--- config.mk ---
export PLATFORM = sky130hd
export DESIGN_NAME = pipeline_hazard_ctrl_flat
export DESIGN_NICKNAME = d
export VERILOG_FILES = /design/src/rtl/pipeline_hazard_ctrl_pkg.sv /design/src/rtl/pipeline_hazard_ctrl_if.sv /design/src/rtl/pipeline_hazard_ctrl_perf_counter.sv /design/src/rtl/pipeline_hazard_ctrl.sv /design/src/flat_wrapper.sv
export SDC_FILE = /design/constraint.sdc
export NUM_CORES = 1
export LEC_CHECK = 0
export CAP_MARGIN = 20
export CORE_MARGIN = 5
export CORE_UTILIZATION = 52
export DETAILED_ROUTE_END_ITERATION = 7
export PLACE_DENSITY = 0.92
export SLEW_MARGIN = 20
export SYNTH_ARGS = -nofsm -noshare
export SYNTH_HDL_FRONTEND = slang
export SYNTH_SLANG_ARGS = --single-unit
--- constraint.sdc ---
create_clock -name clk -period 3.5 [get_ports clk]
set_input_delay 0.7 -clock clk [delete_from_list [all_inputs] [get_ports clk]]
set_output_delay 0.7 -clock clk [all_outputs]
set_load 0.02 [all_outputs]
--- src/rtl/pipeline_hazard_ctrl_pkg.sv ---
// Shared pipeline definitions for the hazard sequencer:
// FSM state codes, default register-address width, NOP encoding.
package pipeline_hazard_ctrl_pkg;

    localparam int HZ_REG_AW = 5;

    // addi x0, x0, 0
    localparam logic [31:0] NOP_INSN = 32'h0000_0013;

    typedef logic [1:0] hz_state_t;

    localparam hz_state_t ST_RUN      = 2'd0;
    localparam hz_state_t ST_MEM_WAIT = 2'd1;
    localparam hz_state_t ST_REDIRECT = 2'd2;

endpackage

--- src/rtl/pipeline_hazard_ctrl_if.sv ---
// Hazard bundle between pipeline (master) and hazard sequencer (slave).
// Master drives hazard sources; slave drives stall/flush/PC-enable.
interface pipeline_hazard_ctrl_if
    import pipeline_hazard_ctrl_pkg::*;
#(
    parameter int REG_AW = HZ_REG_AW
);

    logic [REG_AW-1:0] id_rs1;
    logic [REG_AW-1:0] id_rs2;
    logic              id_use_rs1;
    logic              id_use_rs2;
    logic [REG_AW-1:0] ex_rd;
    logic              ex_mem_read;
    logic              ex_redirect;
    logic              dmem_busy;
    logic              imem_valid;

    logic              pc_write;
    logic              if_id_stall;
    logic              if_id_flush;
    logic              id_ex_stall;
    logic              id_ex_flush;
    logic              ex_mem_stall;

    modport master (
        output id_rs1, id_rs2, id_use_rs1, id_use_rs2,
        output ex_rd, ex_mem_read, ex_redirect,
        output dmem_busy, imem_valid,
        input  pc_write, if_id_stall, if_id_flush,
        input  id_ex_stall, id_ex_flush, ex_mem_stall
    );

    modport slave (
        input  id_rs1, id_rs2, id_use_rs1, id_use_rs2,
        input  ex_rd, ex_mem_read, ex_redirect,
        input  dmem_busy, imem_valid,
        output pc_write, if_id_stall, if_id_flush,
        output id_ex_stall, id_ex_flush, ex_mem_stall
    );

endinterface

--- src/rtl/pipeline_hazard_ctrl_perf_counter.sv ---
// Saturating performance counter with enable.
// Ports: clk, reset (async, active-low), en, cnt[W-1:0].
module hazard_perf_counter #(
    parameter int W = 16
) (
    input  logic         clk,
    input  logic         reset,
    input  logic         en,
    output logic [W-1:0] cnt
);

    always_ff @(posedge clk or negedge reset) begin
        if (!reset) begin
            cnt <= '0;
        end else if (en && (cnt != '1)) begin
            cnt <= cnt + 1'b1;
        end
    end

endmodule

--- src/rtl/pipeline_hazard_ctrl.sv ---
// Stall/flush sequencer for the 5-stage pipe plus perf counters and watchdog.
// Ports: clk, reset (async, active-low), hz (slave), stall_cnt, flush_cnt, timeout_err.
module pipeline_hazard_ctrl
    import pipeline_hazard_ctrl_pkg::*;
#(
    parameter int REG_AW        = HZ_REG_AW,
    parameter int REDIR_BUBBLES = 2,
    parameter int CNT_W         = 16,
    parameter int MEM_TIMEOUT   = 255
) (
    input  logic                 clk,
    input  logic                 reset,
    pipeline_hazard_ctrl_if.slave hz,
    output logic [CNT_W-1:0]     stall_cnt,
    output logic [CNT_W-1:0]     flush_cnt,
    output logic                 timeout_err
);

    localparam int WAIT_W = $clog2(MEM_TIMEOUT + 1);
    localparam int BUB_W  = 3;

    localparam logic [WAIT_W-1:0] WAIT_MAX  = WAIT_W'(MEM_TIMEOUT);
    localparam logic [WAIT_W-1:0] WAIT_LAST = WAIT_W'(MEM_TIMEOUT - 1);
    localparam logic [BUB_W-1:0]  BUB_LOAD  = BUB_W'(REDIR_BUBBLES - 1);

    hz_state_t         state_q;
    logic [WAIT_W-1:0] wait_q;
    logic [BUB_W-1:0]  bub_q;
    logic              pend_q;

    logic [REG_AW-1:0] ex_rd;
    logic              frozen;
    logic              redir;
    logic              load_use;

    logic pc_write_c;
    logic if_id_stall_c;
    logic if_id_flush_c;
    logic id_ex_stall_c;
    logic id_ex_flush_c;
    logic ex_mem_stall_c;

    assign ex_rd  = hz.ex_rd;
    assign frozen = hz.dmem_busy;
    // A redirect deferred by a memory freeze fires on the first free cycle.
    assign redir  = !frozen && (hz.ex_redirect || pend_q);

    assign load_use = hz.ex_mem_read && (ex_rd != '0) &&
                      ((hz.id_use_rs1 && (hz.id_rs1 == ex_rd)) ||
                       (hz.id_use_rs2 && (hz.id_rs2 == ex_rd)));

    always_comb begin
        pc_write_c     = 1'b1;
        if_id_stall_c  = 1'b0;
        if_id_flush_c  = 1'b0;
        id_ex_stall_c  = 1'b0;
        id_ex_flush_c  = 1'b0;
        ex_mem_stall_c = 1'b0;
        if (!reset) begin
            pc_write_c    = 1'b0;
            if_id_flush_c = 1'b1;
            id_ex_flush_c = 1'b1;
        end else if (frozen) begin
            pc_write_c     = 1'b0;
            if_id_stall_c  = 1'b1;
            id_ex_stall_c  = 1'b1;
            ex_mem_stall_c = 1'b1;
        end else if (redir) begin
            if_id_flush_c = 1'b1;
            id_ex_flush_c = 1'b1;
        end else if (state_q == ST_REDIRECT) begin
            // Squash wrong-path fetches still in the imem pipe.
            if_id_flush_c = 1'b1;
        end else if (load_use) begin
            pc_write_c    = 1'b0;
            if_id_stall_c = 1'b1;
            id_ex_flush_c = 1'b1;
        end else if (!hz.imem_valid) begin
            pc_write_c    = 1'b0;
            if_id_flush_c = 1'b1;
        end
    end

    assign hz.pc_write     = pc_write_c;
    assign hz.if_id_stall  = if_id_stall_c;
    assign hz.if_id_flush  = if_id_flush_c;
    assign hz.id_ex_stall  = id_ex_stall_c;
    assign hz.id_ex_flush  = id_ex_flush_c;
    assign hz.ex_mem_stall = ex_mem_stall_c;

    always_ff @(posedge clk or negedge reset) begin
        if (!reset) begin
            state_q     <= ST_RUN;
            wait_q      <= '0;
            bub_q       <= '0;
            pend_q      <= 1'b0;
            timeout_err <= 1'b0;
        end else if (frozen) begin
            state_q <= ST_MEM_WAIT;
            bub_q   <= '0;
            if (hz.ex_redirect) begin
                pend_q <= 1'b1;
            end
            if (wait_q != WAIT_MAX) begin
                wait_q <= wait_q + 1'b1;
            end
            if (wait_q >= WAIT_LAST) begin
                timeout_err <= 1'b1;
            end
        end else begin
            wait_q <= '0;
            pend_q <= 1'b0;
            if (redir) begin
                if (REDIR_BUBBLES > 1) begin
                    state_q <= ST_REDIRECT;
                    bub_q   <= BUB_LOAD;
                end else begin
                    state_q <= ST_RUN;
                end
            end else if (state_q == ST_REDIRECT) begin
                bub_q <= bub_q - 1'b1;
                if (bub_q == BUB_W'(1)) begin
                    state_q <= ST_RUN;
                end
            end else begin
                state_q <= ST_RUN;
            end
        end
    end

    hazard_perf_counter #(
        .W(CNT_W)
    ) u_stall_cnt (
        .clk  (clk),
        .reset(reset),
        .en   (!pc_write_c),
        .cnt  (stall_cnt)
    );

    hazard_perf_counter #(
        .W(CNT_W)
    ) u_flush_cnt (
        .clk  (clk),
        .reset(reset),
        .en   (redir),
        .cnt  (flush_cnt)
    );

endmodule

--- src/flat_wrapper.sv ---
// flat-port wrapper written by rule: the top's interface ports become plain ports
module pipeline_hazard_ctrl_flat import pipeline_hazard_ctrl_pkg::*;
#(
    parameter int REG_AW        = HZ_REG_AW,
    parameter int REDIR_BUBBLES = 2,
    parameter int CNT_W         = 16,
    parameter int MEM_TIMEOUT   = 255
)
  (clk, reset, stall_cnt, flush_cnt, timeout_err, hz_id_rs1, hz_id_rs2, hz_id_use_rs1, hz_id_use_rs2, hz_ex_rd, hz_ex_mem_read, hz_ex_redirect, hz_dmem_busy, hz_imem_valid, hz_pc_write, hz_if_id_stall, hz_if_id_flush, hz_id_ex_stall, hz_id_ex_flush, hz_ex_mem_stall);
  pipeline_hazard_ctrl_if #(.REG_AW(REG_AW)) hz_i ();
  input  logic clk;
  input  logic reset;
  output logic [CNT_W-1:0] stall_cnt;
  output logic [CNT_W-1:0] flush_cnt;
  output logic timeout_err;
  input wire logic [$bits(hz_i.id_rs1)-1:0] hz_id_rs1;
  input wire logic [$bits(hz_i.id_rs2)-1:0] hz_id_rs2;
  input wire logic [$bits(hz_i.id_use_rs1)-1:0] hz_id_use_rs1;
  input wire logic [$bits(hz_i.id_use_rs2)-1:0] hz_id_use_rs2;
  input wire logic [$bits(hz_i.ex_rd)-1:0] hz_ex_rd;
  input wire logic [$bits(hz_i.ex_mem_read)-1:0] hz_ex_mem_read;
  input wire logic [$bits(hz_i.ex_redirect)-1:0] hz_ex_redirect;
  input wire logic [$bits(hz_i.dmem_busy)-1:0] hz_dmem_busy;
  input wire logic [$bits(hz_i.imem_valid)-1:0] hz_imem_valid;
  output wire logic [$bits(hz_i.pc_write)-1:0] hz_pc_write;
  output wire logic [$bits(hz_i.if_id_stall)-1:0] hz_if_id_stall;
  output wire logic [$bits(hz_i.if_id_flush)-1:0] hz_if_id_flush;
  output wire logic [$bits(hz_i.id_ex_stall)-1:0] hz_id_ex_stall;
  output wire logic [$bits(hz_i.id_ex_flush)-1:0] hz_id_ex_flush;
  output wire logic [$bits(hz_i.ex_mem_stall)-1:0] hz_ex_mem_stall;
  assign hz_i.id_rs1 = hz_id_rs1;
  assign hz_i.id_rs2 = hz_id_rs2;
  assign hz_i.id_use_rs1 = hz_id_use_rs1;
  assign hz_i.id_use_rs2 = hz_id_use_rs2;
  assign hz_i.ex_rd = hz_ex_rd;
  assign hz_i.ex_mem_read = hz_ex_mem_read;
  assign hz_i.ex_redirect = hz_ex_redirect;
  assign hz_i.dmem_busy = hz_dmem_busy;
  assign hz_i.imem_valid = hz_imem_valid;
  assign hz_pc_write = hz_i.pc_write;
  assign hz_if_id_stall = hz_i.if_id_stall;
  assign hz_if_id_flush = hz_i.if_id_flush;
  assign hz_id_ex_stall = hz_i.id_ex_stall;
  assign hz_id_ex_flush = hz_i.id_ex_flush;
  assign hz_ex_mem_stall = hz_i.ex_mem_stall;
  pipeline_hazard_ctrl #(.REG_AW(REG_AW), .REDIR_BUBBLES(REDIR_BUBBLES), .CNT_W(CNT_W), .MEM_TIMEOUT(MEM_TIMEOUT)) u_core (.clk(clk), .reset(reset), .hz(hz_i), .stall_cnt(stall_cnt), .flush_cnt(flush_cnt), .timeout_err(timeout_err));
endmodule
==> results of run 1 <==
## worst max path at each step
stage,from,cells past startpoint,to,slack [ns]
2_1_floorplan,hz_ex_rd[0],5,hz_if_id_flush,0.78
3_3_place_gp,hz_ex_rd[0],7,hz_if_id_flush,-0.02
3_5_place_dp,hz_ex_rd[0],7,hz_if_id_flush,-0.07
4_1_cts,hz_ex_rd[0],8,hz_pc_write,0.0003
5_1_grt,hz_ex_rd[3],8,hz_if_id_stall,0.11
6_report,hz_ex_rd[0],7,hz_if_id_flush,0.22
## state kept, by name, summed over array words and instances (netlist names)
signal / cells
u_core.bub_q: 3
u_core.pend_q: 1
u_core.state_q: 2
u_core.timeout_err: 1
u_core.u_flush_cnt.cnt: 16
u_core.u_stall_cnt.cnt: 16
u_core.wait_q: 8
## layer usage
layer,track usage,vias up
li1,-,925
met1,0.209,923
met2,0.321,52
met3,0.0498,10
met4,0.0584,0
met5,0,-
## synthesized netlist by cell type, drive strengths merged (2+ instances only)
cell type,number,area [um^2]
o21ai,7,35.0
ha,6,75.1
and4,3,26.3
inv,12,45.0
nor2,13,51.3
nand4,13,81.3
a211oi,2,15.0
nand2b,3,26.3
and3,8,52.6
nand2,21,81.3
mux2,2,22.5
xor2,6,52.6
nand3,17,85.1
xnor2,38,333
buf,3,23.8
a31oi,3,18.8
a21oi,5,28.8
nor3,4,25.0
dfrtp,47,1180
clkbuf,5,18.8
## cell families (layout without fill, tap and decap cells)
kind of cell | count (synthesis) | in the layout | share of synthesized area
AOI/OAI and AO/OA | 24 | 24 | 0.0648
xor gates and xnor gates | 44 | 44 | 0.162
adders and majority gates | 6 | 6 | 0.0316
buffers and inverters | 20 | 88 | 0.0369
DFF | 47 | 47 | 0.495
muxes | 2 | 2 | 0.00948
and+or+nand+nor | 88 | 88 | 0.200
## power by group through the flow
stage | Sequential (uW) | Clock, uW | Combinational (uW)
5_1_grt | 746 | 376 | 539
4_1_cts | 728 | 355 | 509
2_1_floorplan | 809 | 0 | 173
3_3_place_gp | 730 | 0 | 478
6_report | 731 | 348 | 497
3_5_place_dp | 735 | 0 | 500
## repair_timing
item,4_1_cts,5_1_grt
endpoints found under the setup margin,2,2
gates cloned,0,0
gates resized for setup,2,2
hold buffers,0,0
endpoints found under the hold margin,0,0
## metrics by stage
| stage | hold slack (ns) | instance area (um^2) |
|---|---|---|
| floorplan | 0.404 | 2380 |
| global placement | 0.466 | 3060 |
| detailed placement | 0.474 | 3060 |
| CTS | 0.309 | 3150 |
| global route | 0.320 | 3160 |
| finish | 0.303 | 3160 |
## cell type report
class | count | area (um^2) | share of cell area
flip-flops and latches | 47 | 1180 | 0.373
clock inverters | 2 | 13.8 | 0.00436
multi-input cells | 164 | 1110 | 0.352
well taps | 52 | 65.1 | 0.0206
inverters | 12 | 45.0 | 0.0143
clock buffers | 6 | 82.6 | 0.0262
repair buffers | 68 | 661 | 0.209
==> out/metrics.cfg, run 1 <==
[cts]
htreeDepth=2
cts_buffers=5
clock_latency_ns=0.30
root_buffer=clkbuf_8
post-cts-setup-buffers=0
clk_pin_slew_ns=0.09
cts.path.max_buffers=2
cts_tree=yes
clock-sinks=47

[sta]
timing.setup.tns_ns=0
clock.fmax_mhz=305
rsz0062_at_grt=no
post-route-min-period_ns=3.28
drv_slew=0
min_period_over_period=0.937
setup_violations=0
hold_viol=0
fin_ws_ns=0.220
skew_ns=0.00553
worst_slew_pin_slew_ns=0.545
relSlewSlack=0.637

[global_routing]
overflow=0
grt_usage=0.181
grt_pass1_vias=1913
grt_pass1_wl_mm=8.98
antenna_found_initial=0
grt_max_degree=21

[placed_design]
place_congestion=0.785
placed_cells=343
port_buffers=61
hpwlAfterDp_mm=4.00
place_ws_ns=-0.0667

[routing]
dr.pass1.iters=4
wl_per_cell_um=15.2
routed.top_layer=met4
met3_length_um=215
ant_nets=0
drtIter0Drc=63
drc=0
drt-total-wl_mm=5.33
routed_via_density=5.44
vias=1910
wl_met2_mm=2.83
m1WireLength_mm=2.20

[worst_setup_path]
cp.arrival_ns=2.58
regToRegSetupSlack_ns=1.41
reg2reg_to=u_core.u_stall_cnt.cnt[1]
critical-path-top-delay-family=buffers and inverters
critPathLaunchType=input pin
crit_type=in2out
cp.required_ns=2.80
r2r-start=u_core.u_stall_cnt.cnt[4]
r2r_cells=6
cp_max_fo=3
cp_cell_sequence=clkdlybuf4s50_1, or4_1, o21ai_1, nand2b_1, a21oi_1, o21ai_0, dlygate4sd2_1
end_kind=output port
crit_buf_inv=2
slowest_delay_ns=0.54
cp_slowest_cell=or4_1

[synth]
synth_async_sr_flop_share=1.00
synth_cells=231
netlist_area_um2=2380
yosysWarningCount=0
ys.flop_type=dfrtp_1
seq_area_frac_synth=0.495
ys_types=42
avgSynthCellArea_um2=10.3
syn-num-nets=260
synth_enable_flop_cells=0
ys_ff_latch=47

[floorplan]
core_um2=4380
die_h_um=77.6
start_util=0.542
num_rows=24
die_x_um=77.6
dieArea_um2=6020
boundaryPins=62

[layout]
final_util=0.720
area_delta_synth_final_pct=32.8
final_nets=327
n_antenna_cell=0
layout.cells.non_filler=351
drive_gt1_frac=0.0903
fill_cells=356
final_common_cell=clkdlybuf4s50_1
final_cell_mix=56 x clkdlybuf4s50_1, 47 x dfrtp_1, 38 x xnor2_1

[min_path]
hp-class=in2async

[power_and_ir_drop]
ir_drop_uv=340
p_sw_uw=537
clock_power_share=0.221
p_int_uw=1040
total_power_uw=1580
power_density_nw_per_um2=499
seq_power_share=0.464
p_sw_frac=0.341
p_leak_uw=0.00136
pwr-share-comb=0.315

[run]
maxCapViolations=0

[run_status]
status=finished clean

Note: power is estimated with default switching activity, not from simulation.
==> inputs of run 2 (changes only) <==
--- a/config.mk
+++ b/config.mk
@@ -5,10 +5,9 @@
 export SDC_FILE = /design/constraint.sdc
 export NUM_CORES = 1
 export LEC_CHECK = 0
-export CAP_MARGIN = 20
-export CORE_MARGIN = 5
 export CORE_UTILIZATION = 52
 export DETAILED_ROUTE_END_ITERATION = 7
+export HOLD_SLACK_MARGIN = 0.15
 export PLACE_DENSITY = 0.92
 export SLEW_MARGIN = 20
 export SYNTH_ARGS = -nofsm -noshare
==> run 2 against run 1 <==
Effect of this change: clock skew increased by 0.0021 ns; sequential power decreased by 0.8%; clock-buffer cell count unchanged; register-to-register slack improved by 0.03 ns; final cell count increased by 0.85%; combinational power decreased by 3%; final area increased by 0.24%; total power decreased by 3.3%; critical endpoint unchanged; largest cell class unchanged; highest routed layer unchanged.
==> out/metrics.cfg, run 2 (synthesis results as in run 1) <==
[floorplan]
start_util=0.542  ; unchanged
core_um2=4380  ; unchanged
boundaryPins=62  ; unchanged
die_x_um=69.6  ; was 77.6 um
num_rows=24  ; unchanged
die_h_um=69.6  ; was 77.6 um
dieArea_um2=4840  ; was 6020 um^2

[sta]
setup_violations=0  ; unchanged
post-route-min-period_ns=3.24  ; was 3.28 ns
relSlewSlack=0.615  ; was 0.637
rsz0062_at_grt=no  ; unchanged
worst_slew_pin_slew_ns=0.578  ; was 0.545 ns
min_period_over_period=0.927  ; was 0.937
drv_slew=0  ; unchanged
timing.setup.tns_ns=0  ; unchanged
hold_viol=0  ; unchanged
skew_ns=0.00761  ; was 0.00553 ns
clock.fmax_mhz=308  ; was 305 MHz

[cts]
clk_pin_slew_ns=0.08  ; was 0.09 ns
root_buffer=clkbuf_8  ; unchanged
htreeDepth=2  ; unchanged
clock_latency_ns=0.30  ; about the same
cts.path.max_buffers=2  ; unchanged
cts_tree=yes  ; unchanged
cts_buffers=5  ; unchanged
clock-sinks=47  ; unchanged
post-cts-setup-buffers=0  ; unchanged

[placed_design]
hpwlAfterDp_mm=3.73  ; was 4.00 mm
place_congestion=0.778  ; was 0.785
port_buffers=61  ; unchanged

[worst_setup_path]
cp_cell_sequence=clkdlybuf4s50_1, or4_1, o21ai_1, nand2b_1, a21oi_1, o21ai_0, dlygate4sd2_1  ; unchanged
r2r_cells=8  ; was 6
critPathLaunchType=input pin  ; unchanged
end_kind=output port  ; unchanged
cp_max_fo=3  ; unchanged
cp.arrival_ns=2.54  ; was 2.58 ns
r2r-start=u_core.state_q[1]  ; was u_core.u_stall_cnt.cnt[4]
cp_slowest_cell=or4_1  ; unchanged
crit_type=in2out  ; unchanged
slowest_delay_ns=0.48  ; was 0.54 ns
cp.required_ns=2.80  ; about the same
crit_start=hz_ex_rd[2]  ; was hz_ex_rd[0]

[routing]
drtIter0Drc=95  ; was 63
drt-total-wl_mm=4.89  ; was 5.33 mm
wl_per_cell_um=13.8  ; was 15.2 um
drc=0  ; unchanged
ant_nets=0  ; unchanged
routed.top_layer=met4  ; unchanged
wl_met2_mm=2.53  ; was 2.83 mm
met3_length_um=188  ; was 215 um
dr.pass1.iters=4  ; unchanged
m1WireLength_mm=2.09  ; was 2.20 mm
routed_via_density=5.32  ; was 5.44
vias=1882  ; was 1910

[layout]
reg_top3=u_core.u_flush_cnt.cnt: 16 flops, u_core.u_stall_cnt.cnt: 16 flops, u_core.wait_q: 8 flops  ; unchanged
final_cell_mix=56 x clkdlybuf4s50_1, 47 x dfrtp_1, 38 x xnor2_1  ; unchanged
n_antenna_cell=0  ; unchanged
fill_cells=337  ; was 356
final_nets=330  ; was 327
ff_latch_area_um2=1180  ; unchanged
drive_gt1_frac=0.0960  ; was 0.0903
final_common_cell=clkdlybuf4s50_1  ; unchanged
final_util=0.721  ; was 0.720
multi_input_area_um2=1110  ; unchanged
area_delta_synth_final_pct=33.1  ; was 32.8%

[global_routing]
grt_pass1_wl_mm=8.23  ; was 8.98 mm
grt_usage=0.213  ; was 0.181
grt_max_degree=48  ; was 21
grt_pass1_vias=1871  ; was 1913
overflow=0  ; unchanged
antenna_found_initial=0  ; unchanged

[power_and_ir_drop]
p_sw_frac=0.334  ; was 0.341
p_leak_uw=0.00136  ; about the same
seq_power_share=0.475  ; was 0.464
p_sw_uw=509  ; was 537 uW
power_density_nw_per_um2=482  ; was 499 nW/um^2
total_power_uw=1520  ; was 1580 uW
ir_drop_uv=345  ; was 340 uV
p_int_uw=1020  ; was 1040 uW
pwr-share-comb=0.318  ; was 0.315
clock_power_share=0.207  ; was 0.221

[run]
maxCapViolations=0  ; unchanged

[min_path]
worstHoldPathCells=1
min_from=u_core.timeout_err
hp-class=reg2reg  ; was in2async

[run_status]
status=finished clean  ; unchanged

-- run 2: cell types whose count changed in the layout (fill, tap and decap cells not counted) --
| cell | before | now |
|---|---|---|
| clkbuf_1 | 0 | 1 |
| dlygate4sd2_1 | 2 | 3 |
| inv_6 | 1 | 0 |
| dlymetal6s2s_1 | 2 | 1 |
| clkbuf_8 | 6 | 5 |
| clkinvlp_4 | 0 | 1 |
| buf_4 | 7 | 10 |
-- run 2: critical path: cells and delay by family --
| family | cells | cell delay [ns] |
|---|---|---|
| compound gates | 3 | 0.39 |
| buf+inv | 2 | 0.82 |
| simple gates | 2 | 0.64 |
-- run 2: layout make-up --
class / instances / area share
sequential: 47 / 0.372
tap: 52 / 0.0206
timing repair buffer: 71 / 0.215
clock inverter: 2 / 0.00396
multi-input combinational: 164 / 0.352
inverter: 12 / 0.0142
clock buffer: 6 / 0.0229
-- run 2: path summary, 6_finish.rpt --
path | end | slack, ns
max | hz_if_id_flush | 0.26
min | u_core.timeout_err | 0.48
max reg2reg | u_core.u_stall_cnt.cnt[1] | 1.44
min reg2reg | u_core.timeout_err | 0.48
max in group asynchronous | u_core.u_stall_cnt.cnt[5] | 2.55
min in group asynchronous | u_core.wait_q[3] | 0.56
-- run 2: power by group through the flow --
stage,sequential (uW),clock [uW],combinational (uW)
5_1_grt,743,352,522
3_5_place_dp,735,0,491
2_1_floorplan,809,0,173
6_report,725,316,484
3_3_place_gp,731,0,476
4_1_cts,726,327,491
-- run 2: per-layer routing --
| layer | track usage | up-vias |
|---|---|---|
| met4 | 0.0748 | 0 |
| met1 | 0.253 | 902 |
| li1 | - | 927 |
| met5 | 0 | - |
| met3 | 0.0523 | 9 |
| met2 | 0.374 | 44 |
-- run 2: metrics by stage --
stage	std cells	instance area [um^2]	setup WS (ns)	hold slack [ns]
2_1_floorplan	231	2380	0.783	0.404
3_3_place_gp	346	3080	0.0264	0.464
3_5_place_dp	346	3080	-0.0229	0.468
4_1_cts	354	3160	0.00513	0.486
5_1_grt	354	3160	0.111	0.497
6_report	354	3160	0.256	0.484
-- run 2: what timing repair did --
action	in CTS	in global routing
gates resized for setup	3	1
hold buffers	0	0
cloned	0	0
endpoints found under the setup margin	3	1
==> RTL change: new RTL, settings of run 2 <==
Set the localparam `BUB_W` to 2 (it was 3).
--- a/src/rtl/pipeline_hazard_ctrl.sv
+++ b/src/rtl/pipeline_hazard_ctrl.sv
@@ -18,5 +18,5 @@
 
     localparam int WAIT_W = $clog2(MEM_TIMEOUT + 1);
-    localparam int BUB_W  = 3;
+    localparam int BUB_W  = 2;
 
     localparam logic [WAIT_W-1:0] WAIT_MAX  = WAIT_W'(MEM_TIMEOUT);
Formal check against the unedited RTL: same outputs for any inputs over 10 cycles, from zero or initial values and one cycle with reset low; that may be too few to reach the edited logic, so the function may still have changed.
==> RTL change against run 2 <==
Clock skew down 0.0024 ns; sequential share of layout area down 1.4 points; worst setup slack worse by 0.13 ns; design area up 1.7%; worst hold slack worse by 0.036 ns; sequential cell count down 1; via count up 6.6%; power up 32%; routed wire length up 9.1%; synthesized area down 0.53%; fmax down 3.8%; synthesized cell count up 1.7%; register-to-register slack worse by 0.11 ns.
==> RTL change: results (changes against run 2) <==
| Metric | Value |
|---|---|
| Cells on worst reg2reg path | 7 (-1) |
| Post-DP Area | 3080 um^2 (about the same) |
| Share of layout cells above drive strength 1 | 9.09% (-0.51 points) |
| Unique masters post-synth | 43 (+2.4%) |
| Leakage | 1.36 nW (about the same) |
| Worst slack, placed | -0.180 ns (-0.157 ns) |
| Synthesized instance count | 235 (+1.7%) |
| Top cells by area, synth | dfrtp_1, xnor2_1, xor2_1 |
| Placed cell count | 352 (+1.7%) |
| Via density per instance | 5.57 (+4.8%) |
| Worst slew pin tran | 0.685 ns (+0.108 ns) |
| CP max stage delay | 0.59 ns (+0.11 ns) |
| Worst vdd ir | 395 uV (+14%) |
| Status | complete, no violations |
| Met3 wire length | 340 um (+81%) |
| M3 GR Usage | 4.94% (-0.29 points) |
| Tot GR Track Use | 24.2% (+2.9 points) |
| Syn Nets | 263 (+1.2%) |
| Seq/Total Area, Yosys | 48.7% (-0.80 points) |
| Non-Filler Instances | 360 (+1.7%) |
| Gpl congestion | 0.785 (+0.86%) |
| Met1 Use GR | 31.0% (+5.7 points) |
| Largest net degree at the start of global routing | 47 (-2.1%) |
| # nets final | 335 (+1.5%) |
| Vias in the first global route | 1980 (+5.8%) |
| Detailed Route Iter0 Violations | 79 (-17%) |
| Fmax | 297 MHz (-3.8%) |
| Hold Path End | u_core.bub_q[1] |
| Hold_sp | u_core.pend_q |
| Met2 WL | 2.68 mm (+5.9%) |
| Crit path max fanout | 2 (-1) |
| CP top delay family | simple AND/OR/NAND/NOR gates |
| Fill cell count | 298 (-12%) |
| Synth cell count leaders | dfrtp_1, nor2_1, xnor2_1 |
| Worst R2R Start | u_core.u_flush_cnt.cnt[0] |
| FF-to-FF End | u_core.u_flush_cnt.cnt[6] |
RTL change: cell types whose count changed in the layout (fill, tap and decap cells not counted), moves of 5 or more:
cell / delta
nor4_1: +5
nand4_1: -6
xor2_1: +14
nor3_1: +9
xnor2_1: -17
inv_1: -5
nor2_1: +14
RTL change: kinds of logic (layout without fill, tap and decap cells):
group | after synthesis | in the layout | synth area share, %
AO/OA/AOI/OAI | 26 | 26 | 8.05
AND/OR/NAND/NOR | 99 | 99 | 21.0
multiplexers | 4 | 4 | 1.80
buffers and inverters | 14 | 87 | 2.59
adder cells (fa/ha/maj) | 5 | 5 | 2.65
XOR/XNOR | 41 | 41 | 15.2
flip-flops | 46 | 46 | 48.7
RTL change: area by class of cell:
| class | instances | share of cell area, % |
|---|---|---|
| sequential | 46 | 35.8 |
| timing repair buffer | 71 | 21.2 |
| inverter | 8 | 0.934 |
| tap | 52 | 2.02 |
| multi-input combinational | 175 | 35.8 |
| clock inverter | 3 | 2.14 |
| clock buffer | 5 | 2.14 |
RTL change: worst max-delay path by stage:
| stage | endpoint | startpoint | slack [ns] |
|---|---|---|---|
| after detailed placement | hz_if_id_flush | hz_ex_rd[0] | -0.18 |
| final | hz_if_id_flush | hz_ex_rd[0] | 0.13 |
| after floorplan | hz_if_id_flush | hz_ex_rd[0] | 0.67 |
| after global routing | hz_if_id_flush | hz_ex_rd[0] | 0.01 |
| after global placement | hz_if_id_flush | hz_ex_rd[0] | -0.13 |
| after CTS | hz_if_id_stall | hz_ex_rd[4] | 0.05 |
RTL change: where the power goes:
group / internal [mW] / switching (mW) / total (mW)
clock: 0.286 / 0.179 / 0.465
combinational: 0.364 / 0.373 / 0.737
sequential: 0.657 / 0.155 / 0.812
